[src/rtl/varredor_x_if.sv]
// rtl/varredor_x_if.sv - quadratic_eq handshake and (x, y) output stream bundle
interface varredor_x_if;
    // sequencer -> quadratic_eq
    logic [7:0]  x_eq;
    logic        inicio_eq;
    // quadratic_eq -> sequencer
    logic        pronto_eq;
    logic [15:0] resultado_eq;
    // output pair stream
    logic        saida_valida;
    logic        saida_pronta;
    logic [7:0]  saida_x;
    logic [15:0] saida_y;

    modport master (
        output x_eq, inicio_eq, saida_valida, saida_x, saida_y,
        input  pronto_eq, resultado_eq, saida_pronta
    );

    modport slave (
        input  x_eq, inicio_eq, saida_valida, saida_x, saida_y,
        output pronto_eq, resultado_eq, saida_pronta
    );
endinterface

[src/rtl/varredor_x.sv]
// rtl/varredor_x.sv - x sweep sequencer for quadratic_eq; optional running minimum under VARREDOR_MINIMO_EN
module varredor_x #(
    parameter int TIMEOUT = 64,
    parameter int CONT_W  = 8
) (
    input  logic        clock,
    input  logic        reset,
    input  logic        partida,
    input  logic [7:0]  x_ini,
    input  logic [7:0]  x_fim,
    input  logic [7:0]  passo,
    output logic        ocupado,
    output logic        fim,
    output logic        erro,
    varredor_x_if.master bus
`ifdef VARREDOR_MINIMO_EN
    ,
    output logic [15:0] y_min,
    output logic [7:0]  x_min
`endif
);

    typedef enum logic [2:0] {
        OCIOSO  = 3'd0,
        DISPARA = 3'd1,
        ESPERA  = 3'd2,
        EMITE   = 3'd3,
        FIM     = 3'd4
    } estado_t;

    estado_t           r_state;
    estado_t           w_next;

    logic [7:0]        r_x_fim;
    logic [7:0]        r_passo;
    logic [7:0]        r_x_eq;
    logic [CONT_W-1:0] r_cnt;
    logic              r_erro;
    logic              r_saida_valida;
    logic [7:0]        r_saida_x;
    logic [15:0]       r_saida_y;

    logic              w_aceita;
    logic              w_captura;
    logic              w_handshake;
    logic              w_avanca;
    logic              w_timeout;
    logic [7:0]        w_passo_ef;
    logic [8:0]        w_soma;

    // A zero step would never terminate, so it behaves as a step of one.
    assign w_passo_ef = (r_passo == 8'd0) ? 8'd1 : r_passo;
    // Ninth bit catches a step that wraps past 255.
    assign w_soma     = {1'b0, r_x_eq} + {1'b0, w_passo_ef};

    // State register.
    always_ff @(posedge clock) begin
        if (!reset) begin
            r_state <= OCIOSO;
        end else begin
            r_state <= w_next;
        end
    end

    // Next-state decode and datapath strobes.
    always_comb begin
        w_next      = r_state;
        w_aceita    = 1'b0;
        w_captura   = 1'b0;
        w_handshake = 1'b0;
        w_avanca    = 1'b0;
        w_timeout   = 1'b0;
        case (r_state)
            OCIOSO: begin
                if (partida) begin
                    w_aceita = 1'b1;
                    w_next   = (x_ini > x_fim) ? FIM : DISPARA;
                end
            end
            DISPARA: begin
                w_next = ESPERA;
            end
            ESPERA: begin
                // First ESPERA cycle (counter still 0) ignores a stale pronto_eq.
                if ((r_cnt != '0) && bus.pronto_eq) begin
                    w_captura = 1'b1;
                    w_next    = EMITE;
                end else if (r_cnt == CONT_W'(TIMEOUT - 1)) begin
                    w_timeout = 1'b1;
                    w_next    = FIM;
                end
            end
            EMITE: begin
                if (r_saida_valida && bus.saida_pronta) begin
                    w_handshake = 1'b1;
                    if (w_soma > {1'b0, r_x_fim}) begin
                        w_next = FIM;
                    end else begin
                        w_avanca = 1'b1;
                        w_next   = DISPARA;
                    end
                end
            end
            FIM: begin
                w_next = OCIOSO;
            end
            default: begin
                w_next = OCIOSO;
            end
        endcase
    end

    // Operand latches, wait counter, error flag and the one-entry output buffer.
    always_ff @(posedge clock) begin
        if (!reset) begin
            r_x_fim        <= 8'd0;
            r_passo        <= 8'd0;
            r_x_eq         <= 8'd0;
            r_cnt          <= '0;
            r_erro         <= 1'b0;
            r_saida_valida <= 1'b0;
            r_saida_x      <= 8'd0;
            r_saida_y      <= 16'd0;
        end else begin
            if (w_aceita) begin
                r_x_fim <= x_fim;
                r_passo <= passo;
                r_erro  <= 1'b0;
                if (x_ini <= x_fim) begin
                    r_x_eq <= x_ini;
                end
            end
            if (r_state == DISPARA) begin
                r_cnt <= '0;
            end else if (r_state == ESPERA) begin
                r_cnt <= r_cnt + 1'b1;
            end
            if (w_timeout) begin
                r_erro <= 1'b1;
            end
            if (w_captura) begin
                r_saida_x      <= r_x_eq;
                r_saida_y      <= bus.resultado_eq;
                r_saida_valida <= 1'b1;
            end else if (w_handshake) begin
                r_saida_valida <= 1'b0;
            end
            if (w_avanca) begin
                r_x_eq <= w_soma[7:0];
            end
        end
    end

`ifdef VARREDOR_MINIMO_EN
    logic [15:0] r_y_min;
    logic [7:0]  r_x_min;

    // Running minimum over the sweep; strict compare keeps the earliest x on ties.
    always_ff @(posedge clock) begin
        if (!reset) begin
            r_y_min <= 16'd0;
            r_x_min <= 8'd0;
        end else if (w_aceita) begin
            r_y_min <= 16'hFFFF;
            r_x_min <= 8'd0;
        end else if (w_captura && (bus.resultado_eq < r_y_min)) begin
            r_y_min <= bus.resultado_eq;
            r_x_min <= r_x_eq;
        end
    end

    assign y_min = r_y_min;
    assign x_min = r_x_min;
`endif

    assign ocupado          = (r_state != OCIOSO);
    assign fim              = (r_state == FIM);
    assign erro             = r_erro;
    assign bus.x_eq         = r_x_eq;
    assign bus.inicio_eq    = (r_state == DISPARA);
    assign bus.saida_valida = r_saida_valida;
    assign bus.saida_x      = r_saida_x;
    assign bus.saida_y      = r_saida_y;

endmodule

[src/flat_wrapper.sv]
// flat-port wrapper written by rule: the top's interface ports become plain ports
module varredor_x_flat 
#(
    parameter int TIMEOUT = 64,
    parameter int CONT_W  = 8
)
  (clock, reset, partida, x_ini, x_fim, passo, ocupado, fim, erro, bus_x_eq, bus_inicio_eq, bus_saida_valida, bus_saida_x, bus_saida_y, bus_pronto_eq, bus_resultado_eq, bus_saida_pronta);
  varredor_x_if bus_i ();
  input  logic clock;
  input  logic reset;
  input  logic partida;
  input  logic [7:0] x_ini;
  input  logic [7:0] x_fim;
  input  logic [7:0] passo;
  output logic ocupado;
  output logic fim;
  output logic erro;
  output wire logic [$bits(bus_i.x_eq)-1:0] bus_x_eq;
  output wire logic [$bits(bus_i.inicio_eq)-1:0] bus_inicio_eq;
  output wire logic [$bits(bus_i.saida_valida)-1:0] bus_saida_valida;
  output wire logic [$bits(bus_i.saida_x)-1:0] bus_saida_x;
  output wire logic [$bits(bus_i.saida_y)-1:0] bus_saida_y;
  input wire logic [$bits(bus_i.pronto_eq)-1:0] bus_pronto_eq;
  input wire logic [$bits(bus_i.resultado_eq)-1:0] bus_resultado_eq;
  input wire logic [$bits(bus_i.saida_pronta)-1:0] bus_saida_pronta;
  assign bus_x_eq = bus_i.x_eq;
  assign bus_inicio_eq = bus_i.inicio_eq;
  assign bus_saida_valida = bus_i.saida_valida;
  assign bus_saida_x = bus_i.saida_x;
  assign bus_saida_y = bus_i.saida_y;
  assign bus_i.pronto_eq = bus_pronto_eq;
  assign bus_i.resultado_eq = bus_resultado_eq;
  assign bus_i.saida_pronta = bus_saida_pronta;
  varredor_x #(.TIMEOUT(TIMEOUT), .CONT_W(CONT_W)) u_core (.clock(clock), .reset(reset), .partida(partida), .x_ini(x_ini), .x_fim(x_fim), .passo(passo), .ocupado(ocupado), .fim(fim), .erro(erro), .bus(bus_i));
endmodule
[config.mk]
export PLATFORM = sky130hd
export DESIGN_NAME = varredor_x_flat
export DESIGN_NICKNAME = d
export VERILOG_FILES = /design/src/rtl/varredor_x_if.sv /design/src/rtl/varredor_x.sv /design/src/flat_wrapper.sv
export SDC_FILE = /design/constraint.sdc
export NUM_CORES = 1
export LEC_CHECK = 0
export CORE_ASPECT_RATIO = 1.4
export CORE_MARGIN = 2
export CORE_UTILIZATION = 30
export CTS_BUF_LIST = sky130_fd_sc_hd__clkbuf_2 sky130_fd_sc_hd__clkbuf_4 sky130_fd_sc_hd__clkbuf_8
export CTS_CLUSTER_SIZE = 25
export DETAILED_ROUTE_END_ITERATION = 10
export PLACE_DENSITY = 0.58
export RECOVER_POWER = 50
export REMOVE_ABC_BUFFERS = 1
export SYNTH_ARGS = -nofsm -noshare
export SYNTH_HDL_FRONTEND = slang
export SYNTH_SLANG_ARGS = --single-unit
[constraint.sdc]
create_clock -name clock -period 7.25 [get_ports clock]
set_input_delay 2.175 -clock clock [delete_from_list [all_inputs] [get_ports clock]]
set_output_delay 2.175 -clock clock [all_outputs]
set_load 0.02 [all_outputs]
==> reports/metrics.csv <==
metric;value;unit
status;finished with violations;
violations;capacitance limit, slew limit;
rrSetupSlack;2.70;ns
fillers;1120;
grt_pass1_wl;13700;um
fp.dieW;90.9;um
clk_pin_slew;0.07;ns
syn_to_final_growth;36.2;%
max-slew-margin-rel;-12.3;%
io_pins;82;
avgSynthCellArea;8.03;um^2
numCtsBuffers;9;
num_rows;44;
hold_buffers;0;
startpoint_type;flip-flop;
critical_path.max_fanout;15;
syn_inst;395;
cts_resized;0;
setup_viol;0;
dp_hpwl;6370;um
drtIter0Drc;81;
grt_overflow_total;0;
place.gp.congestion;0.816;
drc_errors;0;
ys_ff_latch;61;
p_total;1.34;mW
wl_met1;3430;um
cts-root-buf;clkbuf_8;
clock.fmax;0.220;GHz
crit_buf_inv;0;
crit_family;compound AO/OA/AOI/OAI gates;
maxCapViolCount;1;
min_path_type;flip-flop to flip-flop;
yosys_warnings;0;
power.density;310;nW/um^2
crit_arrival;4.79;ns
final_cell_mix;nand2_1 (93), dfxtp_1 (61), a21oi_1 (49);
grt_pass1_vias;2923;
finalClockSkew;0.00839;ns
port_buffers;81;
cts_tree;done;
worst_pin_slew;1.68;ns
synthArstFlopShare;0;%
grt_max_degree;27;
tns;0;ns
grt_setup_unrepaired;no;
drtPass1Iterations;4;
syn_area;3170;um^2
finalHoldViolations;0;
layout.nets;538;
vdd.ir_drop.worst;0.126;mV
synth-edff-count;0;
cts-htree-levels;3;
path_cells;nor4_1, a21o_1, ha_1, fa_1, a211oi_1, nor2_1, o21a_1, nor2_1, xnor2_1, ha_1, a211oi_1, a21boi_0, a211oi_2, nor4_4, nor2_1, a311o_1;
ant_nets;0;
fp.dieH;126;um
cts_buffer_depth;2;
layout.area.seq;1220;um^2
wl_met3;373;um
holdWs;0.451;ns
leakage;1.80;nW
period_share;62.8;%
cp.required;7.49;ns
tritoncts_num_sinks;61;
drive_gt1_share;6.58;%
multiInputGateArea;1780;um^2
avgViaCountPerCell;4.82;
ys_seq_area_share;38.5;%
met2_length;4350;um
fin_ws;2.70;ns
mostFrequentLayoutCell;nand2_1;
critPathMaxStageDelay;0.75;ns
die_area;11400;um^2
antennaDiodeCount;0;
slowest_stage;nor4_4;
clock_latency;0.35;ns
critPathCaptureType;flip-flop;
crit_type;flip-flop to flip-flop;
grtUsageTotal;15.1;%
place_ws;2.72;ns
vias;2938;
coreArea;10300;um^2
routedWlPerCell;13.7;um
dr.max_layer_used;met4;
postCtsSetupRepairBufs;0;
routed_wl;8340;um
finalCriticalPeriod;4.55;ns
slew_violations;27;
initial_utilization;30.7;%
crit_top_cell;nor2_1;
antenna_found_initial;0;
synth_cell_types;47;
ys.flop_type;dfxtp_1;
-- cell families after synthesis --
logic type / count (synthesis) / share of synthesized area, %
AND/OR/NAND/NOR: 161 / 23.5
XOR/XNOR: 10 / 2.76
buffers and inverters: 44 / 5.44
adder cells (fa/ha/maj): 27 / 10.9
AO/OA/AOI/OAI: 92 / 19.0
flip-flops: 61 / 38.5
-- per-layer routing --
layer | track usage (%) | up-vias
met5 | 0 | -
met4 | 7.75 | 0
met3 | 3.11 | 13
met2 | 27.2 | 72
met1 | 16.5 | 1358
li1 | - | 1495
-- cell type report --
class                           count  share of cell area, %
Multi-Input combinational cell    290                   41.2
Sequential cell                    61                   28.3
Timing Repair Buffer               82                   18.9
Tap cell                          138                   4.00
Clock buffer                       12                   3.53
Clock inverter                      4                   2.20
Inverter                           22                   1.91
-- worst register-to-register path, cell delays in order, from the launching register on --
cell	delay, ns
dfxtp_1	0.42
nor4_1	0.09
a21o_1	0.16
ha_1	0.22
fa_1	0.43
a211oi_1	0.23
nor2_1	0.11
o21a_1	0.18
nor2_1	0.12
xnor2_1	0.21
ha_1	0.32
a211oi_1	0.31
a21boi_0	0.26
a211oi_2	0.11
nor4_4	0.75
nor2_1	0.14
a311o_1	0.38
-- worst paths after layout --
kind | cells past startpoint | end | start
setup reg to reg | 16 | u_core.bus.x_eq[5] | u_core.r_passo[1]
setup / recovery | 16 | u_core.bus.x_eq[5] | u_core.r_passo[1]
hold / removal | 2 | u_core.bus.saida_y[4] | u_core.bus.saida_y[4]
hold reg to reg | 2 | u_core.bus.saida_y[4] | u_core.bus.saida_y[4]
-- per-stage QoR --
step	cell area, um^2	cells	utilization (%)
after floorplan	3080	373	-
after global placement	4080	593	39.4
after detailed placement	4080	593	39.4
after CTS	4320	609	41.8
after global routing	4320	609	41.8
final	4320	609	41.8
-- power by group --
part / total [mW] / leakage (nW) / switching (mW) / internal (mW)
logic: 0.529 / 1.18 / 0.306 / 0.224
clock network: 0.382 / 0.127 / 0.137 / 0.245
registers: 0.430 / 0.495 / 0.0474 / 0.382
total: 1.34 / 1.80 / 0.490 / 0.851
-- flip-flops by register name (all words and copies together) (netlist names) --
register / flops
u_core.bus.saida_x: 8
u_core.r_state: 3
u_core.r_passo: 8
u_core.bus.saida_valida: 1
u_core.erro: 1
u_core.bus.saida_y: 16
u_core.r_cnt: 8
u_core.r_x_fim: 8
u_core.bus.x_eq: 8
-- synth_stat cells, drive strengths merged (3+ instances only) --
library cell	instances	area, um^2
nor2	23	86.3
nor4	3	33.8
ha	26	325
dfxtp	61	1220
a21oi	52	272
nand3	7	35.0
and3	6	40.0
a22oi	3	22.5
a311o	3	30.0
nor3	7	51.3
nand2	93	349
a211oi	7	57.6
xor2	8	70.1
o21ai	7	35.0
a21o	4	30.0
nand2b	4	25.0
inv	22	82.6
clkbuf	21	78.8
a221oi	3	45.0
nand4	6	37.5
(Power assumes the default switching activity.)
